==> config.mk <==
export PLATFORM = sky130hd
export DESIGN_NAME = led_scan_sequencer
export DESIGN_NICKNAME = d
export VERILOG_FILES = /design/src/rtl/led_scan_sequencer.sv
export SDC_FILE = /design/constraint.sdc
export NUM_CORES = 1
export LEC_CHECK = 0
export CORE_ASPECT_RATIO = 1.5
export CORE_MARGIN = 3
export CORE_UTILIZATION = 45
export CTS_CLUSTER_DIAMETER = 30
export DETAILED_ROUTE_END_ITERATION = 8
export GPL_ROUTABILITY_DRIVEN = 0
export PLACE_DENSITY = 0.71
export SETUP_SLACK_MARGIN = 0.02
export SLEW_MARGIN = 20
export SYNTH_ARGS = -nofsm -noshare
export SYNTH_HDL_FRONTEND = slang
export SYNTH_SLANG_ARGS = --single-unit
==> constraint.sdc <==
create_clock -name clk -period 4 [get_ports clk]
set_input_delay 0.6 -clock clk [delete_from_list [all_inputs] [get_ports clk]]
set_output_delay 0.6 -clock clk [all_outputs]
set_load 0.02 [all_outputs]
==> src/rtl/led_scan_sequencer.sv <==
// Column-scan controller for led_array_driver: steps the active column with
// blanking gaps and double-buffers the cell grid so frames only swap between scans.
module led_scan_sequencer #(
  parameter int N            = 8,
  parameter int DRIVE_CYCLES = 1000,
  parameter int BLANK_CYCLES = 2
) (
  input  logic                   clk,
  input  logic                   rst_n,
  input  logic                   enable,
  input  logic [N*N-1:0]         cells_in,
  input  logic                   cells_valid,
  output logic                   cells_ready,
  output logic                   ena,
  output logic [$clog2(N):0]     x,
  output logic [N*N-1:0]         cells,
  output logic                   frame_done
);

  localparam int XW      = $clog2(N) + 1;
  localparam int MAX_CNT = (DRIVE_CYCLES > BLANK_CYCLES) ? DRIVE_CYCLES : BLANK_CYCLES;
  localparam int CW      = (MAX_CNT > 0) ? $clog2(MAX_CNT + 1) : 1;
  localparam int BLANK_LAST_I = (BLANK_CYCLES > 0) ? BLANK_CYCLES - 1 : 0;
  localparam int DRIVE_LAST_I = (DRIVE_CYCLES > 0) ? DRIVE_CYCLES - 1 : 0;

  localparam logic [CW-1:0] BLANK_LAST = CW'(BLANK_LAST_I);
  localparam logic [CW-1:0] DRIVE_LAST = CW'(DRIVE_LAST_I);
  localparam logic [XW-1:0] X_LAST     = XW'(N - 1);
  localparam logic          NO_BLANK   = (BLANK_CYCLES == 0);

  localparam logic [1:0] IDLE  = 2'd0;
  localparam logic [1:0] BLANK = 2'd1;
  localparam logic [1:0] DRIVE = 2'd2;

  if (N < 1 || N > 8) begin : g_bad_n
    $error("led_scan_sequencer: N must be in 1..8");
  end
  if (DRIVE_CYCLES < 1) begin : g_bad_drive
    $error("led_scan_sequencer: DRIVE_CYCLES must be >= 1");
  end

  logic [1:0]     state;
  logic [CW-1:0]  cnt;
  logic [N*N-1:0] pending;
  logic           boundary;
  logic           accept;

  // A swap is safe while idle or on the last drive cycle of the last column.
  assign boundary = (state == IDLE) ||
                    (enable && state == DRIVE && cnt == DRIVE_LAST && x == X_LAST);
  assign accept   = cells_valid && cells_ready;

  always_ff @(posedge clk or negedge rst_n) begin
    if (!rst_n) begin
      state      <= IDLE;
      cnt        <= '0;
      x          <= '0;
      ena        <= 1'b0;
      frame_done <= 1'b0;
    end else begin
      frame_done <= 1'b0;
      if (!enable) begin
        state <= IDLE;
        cnt   <= '0;
        x     <= '0;
        ena   <= 1'b0;
      end else begin
        case (state)
          IDLE: begin
            cnt   <= '0;
            x     <= '0;
            state <= NO_BLANK ? DRIVE : BLANK;
            ena   <= NO_BLANK;
          end
          BLANK: begin
            if (cnt == BLANK_LAST) begin
              state <= DRIVE;
              cnt   <= '0;
              ena   <= 1'b1;
            end else begin
              cnt <= cnt + 1'b1;
            end
          end
          DRIVE: begin
            if (cnt == DRIVE_LAST) begin
              cnt   <= '0;
              state <= NO_BLANK ? DRIVE : BLANK;
              ena   <= NO_BLANK;
              if (x == X_LAST) begin
                x          <= '0;
                frame_done <= 1'b1;
              end else begin
                x <= x + 1'b1;
              end
            end else begin
              cnt <= cnt + 1'b1;
            end
          end
          default: begin
            state <= IDLE;
            cnt   <= '0;
            x     <= '0;
            ena   <= 1'b0;
          end
        endcase
      end
    end
  end

  // cells_ready doubles as the inverted pending-full flag.
  always_ff @(posedge clk or negedge rst_n) begin
    if (!rst_n) begin
      cells       <= '0;
      cells_ready <= 1'b1;
    end else if (boundary && !cells_ready) begin
      cells       <= pending;
      cells_ready <= 1'b1;
    end else if (accept) begin
      cells_ready <= 1'b0;
    end
  end

  always_ff @(posedge clk) begin
    if (accept) pending <= cells_in;
  end

endmodule

* Word-level counts from Yosys, hierarchy flattened
Index checks and enable logic that the tools add are counted.
Cells by class: add/subtract/negate cells 2, eq/ne operators 8, mux-type cells 22, reductions and logical operators 11
Operators by type and width (count):
- two-way mux 10 bit | 3
- one-hot mux 10 bit (2 select lines) | 1
- two-way mux 4 bit | 3
- adder 10 x 1 -> 10 bit, second input constant | 1
- == test 10 x 1 -> 1 bit, second input constant | 1
- == test 10 bit, second input constant | 1
- two-way mux 1 bit | 9
- one-hot mux 4 bit (2 select lines) | 1
- two-way mux 2 bit | 3
- one-hot mux 2 bit (3 select lines) | 1
- logical AND 1 bit | 5
- adder 4 x 1 -> 4 bit, second input constant | 1
- == test 4 x 3 -> 1 bit, second input constant | 1
- AND reduction 2 bit | 2
- != test 3 x 2 -> 1 bit, second input constant | 1
- != test 3 bit, second input constant | 1
- == test 2 x 1 -> 1 bit, second input constant | 1
- == test 2 bit, second input constant | 1
- logical NOT 2 bit | 1
- != test 2 bit, second input constant | 1
- one-hot mux 1 bit (2 select lines) | 1
- nonzero test 2 bit | 1
- logical NOT 1 bit | 1
- logical OR 1 bit | 1
Word-level totals: register bits 147, logic and storage cells 51, input port bits 68, output and inout port bits 71

* Logic depth before layout (Yosys ltp)
Gate-level depths: netlist (run 1).
word-level depth 7, mapped depth 8, depth with buffers taken out 6

* Least setup slack after synthesis (run 1)
OpenSTA, ideal clock, no wires.
path kind reg2reg, start point reg cells_ready, end point reg pending[0] (enable), setup time 0.429 ns, setup slack 1.200 ns, period minus slack after synthesis 2.800 ns, stages on the path, launching flop included 3, data arrival time 2.370 ns, path buffers 1, cells stage by stage dfstp_2 > clkbuf_1 > and2_1
Between the ends: word-level cells in the longest chain between the ends 1
Ends and longest elaborated chain:
- start: declaration | line 13 | output logic cells_ready,
- start signal: assignment | line 114 | cells_ready <= 1'b1;
- start signal: assignment | line 117 | cells_ready <= 1'b1;
- start signal: assignment | line 119 | cells_ready <= 1'b0;
- logical AND 1 bit | line 51 | assign accept = cells_valid && cells_ready;
- net accept | line 46 | logic accept;
- end signal: assignment | line 124 | if (accept) pending <= cells_in;
- end: declaration | line 44 | logic [N*N-1:0] pending;
The timed path passes the listed nets, and every way through them passes these cells. A chain may end at the register's enable or synchronous reset.

* Worst setup path after layout (run 1)
start point reg cnt[0], end point reg x[3]
Between the ends: word-level cells in the longest chain between the ends 3
Ends and longest elaborated chain:
- start: declaration | line 43 | logic [CW-1:0] cnt;
- start signal: assignment | line 81 | cnt <= cnt + 1'b1;
- start signal: assignment | line 96 | cnt <= cnt + 1'b1;
- == test 10 bit | line 85 | if (cnt == DRIVE_LAST) begin
- != test 3 x 2 -> 1 bit (no line)
- AND reduction 2 bit (no line)
- end signal: assignment | line 93 | x <= x + 1'b1;
- end: declaration | line 15 | output logic [$clog2(N):0] x,
No other way between the ends.

==> results of run 1 <==
[registers in the layout, summed over array words and instances, names as in the netlist]
signal,cells
cells,64
pending,64
cnt,10
x,4
cells_ready,1
ena,1
frame_done,1
state,1
[final timing paths]
check                            startpoint               endpoint  slack [ns]  cells past startpoint
min in group clk           cnt[0]$_DFF_PN0_       cnt[0]$_DFF_PN0_        0.51                      1
max                        cnt[0]$_DFF_PN0_       x[3]$_DFFE_PN0P_        1.45                      5
max reg2reg                cnt[0]$_DFF_PN0_       x[3]$_DFFE_PN0P_        1.45                      5
min reg2reg                cnt[0]$_DFF_PN0_       cnt[0]$_DFF_PN0_        0.51                      1
min                                   rst_n  cells[56]$_DFFE_PN0P_        0.26                      1
max in group asynchronous             rst_n  cells[13]$_DFFE_PN0P_        2.89                      2
[power breakdown]
group	switching, mW	internal, mW
logic	1.54	1.39
clock network	0.598	1.07
registers	0.404	2.11
total	2.54	4.58
[metal layers]
layer / part of all wire [%] / up-vias / GRT usage, % / routed length, microns
li1: - / 2506 / - / -
met1: 40 / 2777 / 25.6 / 7140
met2: 53 / 187 / 36.6 / 9410
met3: 4.5 / 29 / 3.79 / 792
met4: 2.2 / 0 / 9.45 / 399
met5: 0 / - / 0 / 0
[metrics by stage]
step                hold slack [ns]  area (sq um)  utilization (%)  std cells  setup slack, ns
CTS                           0.284          8960             60.5        925             1.46
global placement              0.487          8340             56.3        893             1.33
detailed placement            0.505          8340             56.3        893             1.28
global route                  0.319          8960             60.6        925             1.28
floorplan                     0.304          6900                -        611             1.20
finish                        0.261          8960             60.6        925             1.45
[area by class of cell]
| type | count | area (sq um) |
|---|---|---|
| sequential | 146 | 3980 |
| timing repair buffer | 143 | 1430 |
| multi-input combinational | 402 | 2660 |
| clock inverter | 10 | 156 |
| tap | 196 | 245 |
| clock buffer | 22 | 464 |
| inverter | 6 | 22.5 |
| fill | 1180 | 5840 |
[cells by family (layout without fill, tap and decap cells)]
group           after synthesis  after routing  share of synthesized area [%]
mux                           1              1                          0.163
xor+xnor                      8              8                           1.02
flops                       146            146                           57.6
buf+inv                      63            181                           4.26
fa+ha+maj                     7              7                           1.27
simple gates                244            244                           22.4
compound gates              142            142                           13.3
[cells in the final DEF, fill, tap and decap left out, drive strengths merged, types with 3 or more instances in the layout]
cell type,count
buf,6
o21ai,65
clkdlybuf4s50,137
nor3,5
nand4b,64
xnor2,6
clkinv,3
edfxtp,64
clkbuf,22
nand3,70
dfrtp,81
a22oi,64
o211ai,3
nand2,9
nor2,20
ha,7
clkinvlp,3
inv,6
nor2b,66
bufinv,4
==> summary.txt, run 1 <==
GRT Total Usage = 21.1%
Post-Synthesis Cells = 611
Critical path required time = 4.29 ns
Min-Delay Path Class = in2async
Outcome = complete, no violations
Setup violators final = 0
Synth Register Bits = 146
CTS Hold Bufs = 0
Setup bufs post-CTS = 0
Die H = 158 microns
Root buf cell = clkbuf_16
Yosys warns = 0
Largest net degree at the start of global routing = 114
Core box area = 14,800 sq um
Synth top area share = 29.4%
Relative max-transition margin = 34.7%
RSZ-0062 raised after global routing = false
Worst skew pair latency = 0.41 ns
Kind of cell adding the most delay to the critical path = simple AND/OR/NAND/NOR gates
Synth-to-Final Area Change = 29.8%
Total Power = 7.12 mW
Reg clk slew, reported paths = 0.06 ns
I/O Buffers = 138
Global route total overflow = 0
CP Cell Sequence = ha_1, and2_1, and4_4, o21ai_1, a221o_1
Syn Nets = 686
Top-count cell post-synth = dfrtp_1
Number of inserted diodes = 0
Minimum clock period = 2.55 ns
Post-synth cell types = 40
Worst Path Arrival = 2.84 ns
Critical path fanouts, max = 66
Initial Util = 46.6%
Final layout net count = 791
Top_reg_cell synth = dfrtp_1
# DRC = 0
DRT Wirelength = 17.7 mm
CP Buf/Inv Count = 0
1st-pass router iterations = 7
Leakage = 3.23 nW
Power per cell area = 794 nW/um^2
Die Footprint = 16,900 sq um
Post-synth EDFFs = 64
Ys async rst share = 56.2%
Routed len/inst = 19.2 microns
Mapped Area = 6900 sq um
Top cells by area, synth = dfrtp_1 29%, edfxtp_1 28%, nand4b_1 8.1%, a22oi_1 7.0%, nor2b_1 6.0%
Number of max-cap violations = 0
Antenna violations before repair = 0
Top achievable clock speed = 392 MHz
Final hold vios = 0
DR iter-0 viols = 337
Max incr delay on CP = 0.79 ns
Critical path's slowest cell = and4_4
Die Wd = 107 microns
Share of layout cells above drive strength 1 = 6.45%
Clock skew = 0.00804 ns
Period utilization = 63.7%
Top cells by count, synth = 81 x dfrtp_1, 70 x nand3_1, 66 x nor2b_1
CTS buffer count = 17
Vias in the first global route = 5,633
TNS Setup = 0 ns
# clock sinks = 146
CTS H-tree depth = 4
Boundary Pins = 139
Mean Syn Cell Area = 11.3 sq um
VDD IR max = 0.546 mV
Worst Setup End Kind = register
PostCTS Resize Cnt = 0
CP Launch Type = register
Site Rows = 54
Slew Viols, Final = 0
Drt via density = 5.94
Sequential area share after synthesis = 57.6%
CTS tree = done
Post-DP HPWL = 10.8 mm
CTS Buffer Depth = 2
Synth area leader = dfrtp_1
Worst slew pin tran = 0.979 ns
Crit Path Category = reg2reg
Vias = 5,499
Routed Antenna Nets = 0
First-pass GRT wire length = 28.4 mm
Power figures use the tool's default switching activity.
==> run 2: changes to the inputs <==
--- a/config.mk
+++ b/config.mk
@@ -11,7 +11,7 @@
 export CTS_CLUSTER_DIAMETER = 30
 export DETAILED_ROUTE_END_ITERATION = 8
 export GPL_ROUTABILITY_DRIVEN = 0
-export PLACE_DENSITY = 0.71
+export PLACE_DENSITY = 0.74
 export SETUP_SLACK_MARGIN = 0.02
 export SLEW_MARGIN = 20
 export SYNTH_ARGS = -nofsm -noshare
==> constraint.sdc (replaced) <==
create_clock -name clk -period 2.2 [get_ports clk]
set_input_delay 0.33 -clock clk [delete_from_list [all_inputs] [get_ports clk]]
set_output_delay 0.33 -clock clk [all_outputs]
set_load 0.02 [all_outputs]
==> run 2 against run 1 <==
Worst setup slack worse by 1.2 ns. Power up 77%. Design area up 0.66%. Sequential share of layout area down 0.29 points. Clock power up 56%. Critical endpoint is now cells[27]$_DFFE_PN0P_. Highest routed layer unchanged.
==> summary.txt, run 2 (synthesized netlist as in run 1, its figures left out) <==
Outcome = complete, no violations
Clock skew = 0.0129 ns
Worst-case reg-to-reg path depth = 6
RSZ-0062 raised after global routing = false
I/O Buffers = 138
Post-DP HPWL = 11.7 mm
Post-layout util = 61.0%
Worst Setup End Kind = register
R2R Path End = cells[27]$_DFFE_PN0P_
# fillers = 1,181
1st-pass router iterations = 6
Antenna violations before repair = 0
CTS tree = done
Area after DPL = 8470 sq um
Reg clk slew, reported paths = 0.06 ns
First-pass GRT wire length = 29.7 mm
Max incr delay on CP = 0.40 ns
Global route total overflow = 0
Drt via density = 5.99
CTS H-tree depth = 4
Most common cell after layout, fill and taps aside = clkdlybuf4s50_1
Final hold vios = 0
# DRC = 0
Boundary Pins = 139
Die Wd = 107 microns
Top flop regs = cells x64, pending x64, cnt x10
GRT Total Usage = 22.4%
Worst skew pair latency = 0.41 ns
# clock sinks = 146
Routed len/inst = 19.5 microns
Power per cell area = 1400 nW/um^2
VDD IR max = 0.708 mV
Min-Delay Path Class = in2async
CP Launch Type = register
Worst slew pin tran = 0.678 ns
FF+latch area = 3980 sq um
CTS buffer count = 17
DR iter-0 viols = 434
TNS Setup = 0 ns
Initial Util = 46.6%
Vias in the first global route = 5,825
Critical path fanouts, max = 38
Reg2reg setup slack = 0.25 ns
Site Rows = 54
DRT Wirelength = 18.3 mm
Worst r2r src = cnt[0]$_DFF_PN0_
Share of layout cells above drive strength 1 = 8.61%
Number of max-cap violations = 0
Number of inserted diodes = 0
CP Cell Sequence = ha_1, and2_1, and4_4, buf_6, nand4b_1, nand3_1
Leakage = 3.26 nW
Critical path's slowest cell = dfrtp_1
Period utilization = 88.5%
Routed Antenna Nets = 0
Die Footprint = 16,900 sq um
Top achievable clock speed = 514 MHz
Core box area = 14,800 sq um
Setup bufs post-CTS = 0
Vias = 5,624
Die H = 158 microns
Final Cell Area = 9020 sq um
Slew Viols, Final = 0
Area of the multi-input gates = 2660 sq um
Final layout net count = 805
Minimum clock period = 1.95 ns
CTS Buffer Depth = 2
Commonest cells after routing, fill and taps aside = 136 x clkdlybuf4s50_1, 81 x dfrtp_1, 70 x nand3_1, 65 x nor2b_1
Synth-to-Final Area Change = 30.7%
Setup violators final = 0
Crit Path Category = reg2reg
Root buf cell = clkbuf_16
Relative max-transition margin = 54.8%
Worst Path Arrival = 2.29 ns
Critical path required time = 2.55 ns
Largest net degree at the start of global routing = 78
==> run 2: cell types whose count changed in the layout (fill, tap and decap cells not counted), sizes merged, moves of 2 or more <==
| cell | delta |
|---|---|
| clkinv | +2 |
| clkbuf | -5 |
| inv | +4 |
| buf | +13 |
| clkinvlp | +3 |
| bufinv | -4 |
==> run 2: repair_timing <==
item / 4_1_cts / 5_1_grt
endpoints found under the hold margin: 28 / 0
resized for setup: 1 / 1
endpoints found under the setup margin: 1 / 11
hold buffers: 1 / 0
==> run 2: final cells by class <==
type                       instances  share of cell area (%)
timing repair buffer             157                    17.5
sequential                       146                    44.1
multi-input combinational        402                    29.5
tap                              196                    2.72
inverter                           6                   0.250
clock inverter                    15                    1.21
clock buffer                      17                    4.72
==> run 2: critical path, delay by kind of cell, from the launching register on <==
kind                     cells  cell delay, ns
AND/OR/NAND/NOR              4            0.81
flip-flops                   1            0.40
adder cells (fa/ha/maj)      1            0.34
buffers and inverters        1            0.30
==> run 2: how the worst max path moves through the flow <==
stage / start / end / slack [ns] / cells after the start
floorplan: cells_ready$_DFFE_PN1P_ / pending[0]$_DFFE_PP_ / 0.09 / 2
global placement: enable / cells[25]$_DFFE_PN0P_ / 0.28 / 6
detailed placement: cnt[0]$_DFF_PN0_ / cells[27]$_DFFE_PN0P_ / 0.21 / 6
CTS: cnt[0]$_DFF_PN0_ / cells[27]$_DFFE_PN0P_ / 0.17 / 6
global route: cnt[0]$_DFF_PN0_ / x[1]$_DFFE_PN0P_ / 0.12 / 6
finish: cnt[0]$_DFF_PN0_ / cells[27]$_DFFE_PN0P_ / 0.25 / 6
==> run 2: metrics by stage <==
stage | total power, mW | hold slack, ns | setup slack [ns] | instances
global placement | 9.79 | 0.296 | 0.275 | 906
finish | 12.6 | 0.392 | 0.253 | 939
detailed placement | 10.0 | 0.296 | 0.212 | 906
CTS | 12.7 | 0.398 | 0.174 | 939
global route | 13.4 | 0.407 | 0.115 | 939
floorplan | 7.72 | 0.0344 | 0.0941 | 611
==> run 2: where the power goes <==
group / total (mW) / internal, mW / leakage, nW / switching [mW]
logic: 5.43 / 2.60 / 1.41 / 2.83
registers: 4.58 / 3.83 / 1.60 / 0.749
clock network: 2.61 / 1.45 / 0.248 / 1.17
==> run 2: metal layers <==
layer	track usage (%)	up-vias	share of wire [%]
met1	26.8	2816	39
met5	0	-	0
met2	38.7	232	53
met4	10.5	0	3.3
li1	-	2540	-
met3	4.41	36	4.8
==> run 3: changes to the inputs <==
--- a/config.mk
+++ b/config.mk
@@ -12,6 +12,7 @@
 export DETAILED_ROUTE_END_ITERATION = 8
 export GPL_ROUTABILITY_DRIVEN = 0
 export PLACE_DENSITY = 0.74
+export REMOVE_ABC_BUFFERS = 1
 export SETUP_SLACK_MARGIN = 0.02
 export SLEW_MARGIN = 20
 export SYNTH_ARGS = -nofsm -noshare
==> run 3 against run 2 <==
Clock power up 18%. Critical endpoint is now cells_ready. Clock-buffer cell count up 7. Design area up 2.1%. Flip-flop and latch count unchanged. Via count down 1.1%. Critical path type is now reg2out. Sequential power about the same. Worst hold slack better by 0.048 ns. Cell count up 0.21%.
==> summary.txt, run 3 (synthesized netlist as in run 1, its figures left out) <==
Outcome = complete, no violations
Boundary Pins = 139
GR Util met2 = 39.2%
Crit Path Category = reg2out
Vias in the first global route = 5,804
Number of inserted diodes = 0
Power per cell area = 1430 nW/um^2
Antenna violations before repair = 0
# DRC = 0
CP Launch Type = register
GRT Total Usage = 21.9%
Root buf cell = clkbuf_16
Share of layout cells above drive strength 1 = 8.59%
Worst Path Arrival = 1.72 ns
Top achievable clock speed = 488 MHz
Die H = 158 microns
Die Footprint = 16,900 sq um
First-pass GRT wire length = 29.3 mm
DRT Wirelength = 18.4 mm
Synth-to-Final Area Change = 33.4%
Clock skew = 0.00976 ns
Gr busiest metal = met2
RSZ-0062 raised after global routing = false
# clock sinks = 146
Non-Filler Instances = 941
Commonest cells after routing, fill and taps aside = 137 x clkdlybuf4s50_1, 81 x dfrtp_1, 70 x nand3_1, 65 x nor2b_1
Period utilization = 93.1%
DP Cell Count = 907
CP Cell Sequence = clkdlybuf4s50_1
Final layout net count = 807
DR iter-0 viols = 454
Worst Setup End Kind = primary output
Final hold vios = 0
1st-pass router iterations = 5
Critical path required time = 1.87 ns
Drt via density = 5.91
CTS H-tree depth = 4
Max incr delay on CP = 0.66 ns
Pre-CTS setup slack = 0.133 ns
Leakage = 3.36 nW
Setup violators final = 0
Most common cell after layout, fill and taps aside = clkdlybuf4s50_1
Slew Viols, Final = 0
Area after DPL = 8530 sq um
CP Buf/Inv Count = 1
FF+latch area = 3980 sq um
PostCTS Resize Cnt = 0
Site Rows = 54
Initial Util = 46.6%
Met1 usage = 25.5%
# fillers = 1,157
Critical path's slowest cell = clkdlybuf4s50_1
Routed len/inst = 19.5 microns
Worst slew pin tran = 0.593 ns
Minimum clock period = 2.05 ns
Reg clk slew, reported paths = 0.06 ns
Area of the multi-input gates = 2660 sq um
Kind of cell adding the most delay to the critical path = buffers and inverters
VDD IR max = 0.763 mV
Routed Antenna Nets = 0
Critical path fanouts, max = 5
Number of max-cap violations = 0
Min-Delay Path Class = in2async
Largest net degree at the start of global routing = 68
CTS tree = done
Met3 Usage GRT = 3.71%
TNS Setup = 0 ns
Worst Setup Slack, final = 0.152 ns
Top flop regs = cells x64, pending x64, cnt x10
I/O Buffers = 138
Relative max-transition margin = 60.5%
Final Cell Area = 9200 sq um
Post-DP HPWL = 11.7 mm
CTS buffer count = 17
Worst skew pair latency = 0.41 ns
Die Wd = 107 microns
Vias = 5,562
CTS Buffer Depth = 2
Core box area = 14,800 sq um
Global route total overflow = 0
[run 3: cell count changes in the layout (fill, tap and decap cells not counted), moves of 2 or more]
cell | previous run | this run
inv_6 | 4 | 0
clkinvlp_4 | 6 | 2
buf_4 | 14 | 12
clkbuf_16 | 17 | 19
bufinv_16 | 0 | 3
clkbuf_1 | 0 | 2
clkbuf_8 | 0 | 3
buf_12 | 4 | 9
[run 3: worst paths after layout]
check | slack [ns] | end | startpoint | cells past startpoint
max | 0.15 | cells_ready | cells_ready$_DFFE_PN1P_ | 1
max in group asynchronous | 1.02 | cnt[3]$_DFF_PN0_ | rst_n | 3
min | 0.44 | cells[48]$_DFFE_PN0P_ | rst_n | 2
min in group clk | 0.47 | pending[33]$_DFFE_PP_ | cells_in[33] | 1
max reg2reg | 0.23 | cells[0]$_DFFE_PN0P_ | state[0]$_DFFE_PN0P_ | 7
min reg2reg | 0.51 | cells[60]$_DFFE_PN0P_ | pending[60]$_DFFE_PP_ | 2
[run 3: cell type report]
cell class	count	share of cell area, %
Inverter	6	0.245
Tap cell	196	2.66
Multi-Input combinational cell	402	28.9
Clock inverter	8	1.31
Sequential cell	146	43.2
Clock buffer	24	5.70
Timing Repair Buffer	159	17.9
[run 3: routing by layer]
layer  up-vias  wire length [microns]
li1       2540                      -
met1      2799                   6960
met2       192                  10100
met3        31                    752
met4         0                    511
met5         -                      0
[run 3: what timing repair did]
action | in CTS | in global routing
setup endpoints to repair | 0 | 19
hold buffers | 1 | 0
endpoints found under the hold margin | 36 | 0
buffers inserted | 0 | 1
[run 3: power by group]
group	internal, mW	total [mW]	switching [mW]
Clock	2.01	3.08	1.07
Combinational	2.63	5.52	2.89
Sequential	3.83	4.55	0.723
[run 3: stage by stage]
| step | power (mW) | hold WS [ns] | utilization [%] |
|---|---|---|---|
| global route | 13.9 | 0.454 | 62.2 |
| detailed placement | 10.1 | 0.354 | 57.6 |
| global placement | 9.86 | 0.354 | 57.6 |
| floorplan | 7.63 | 0.0344 | - |
| CTS | 13.2 | 0.458 | 62.1 |
| finish | 13.2 | 0.440 | 62.2 |
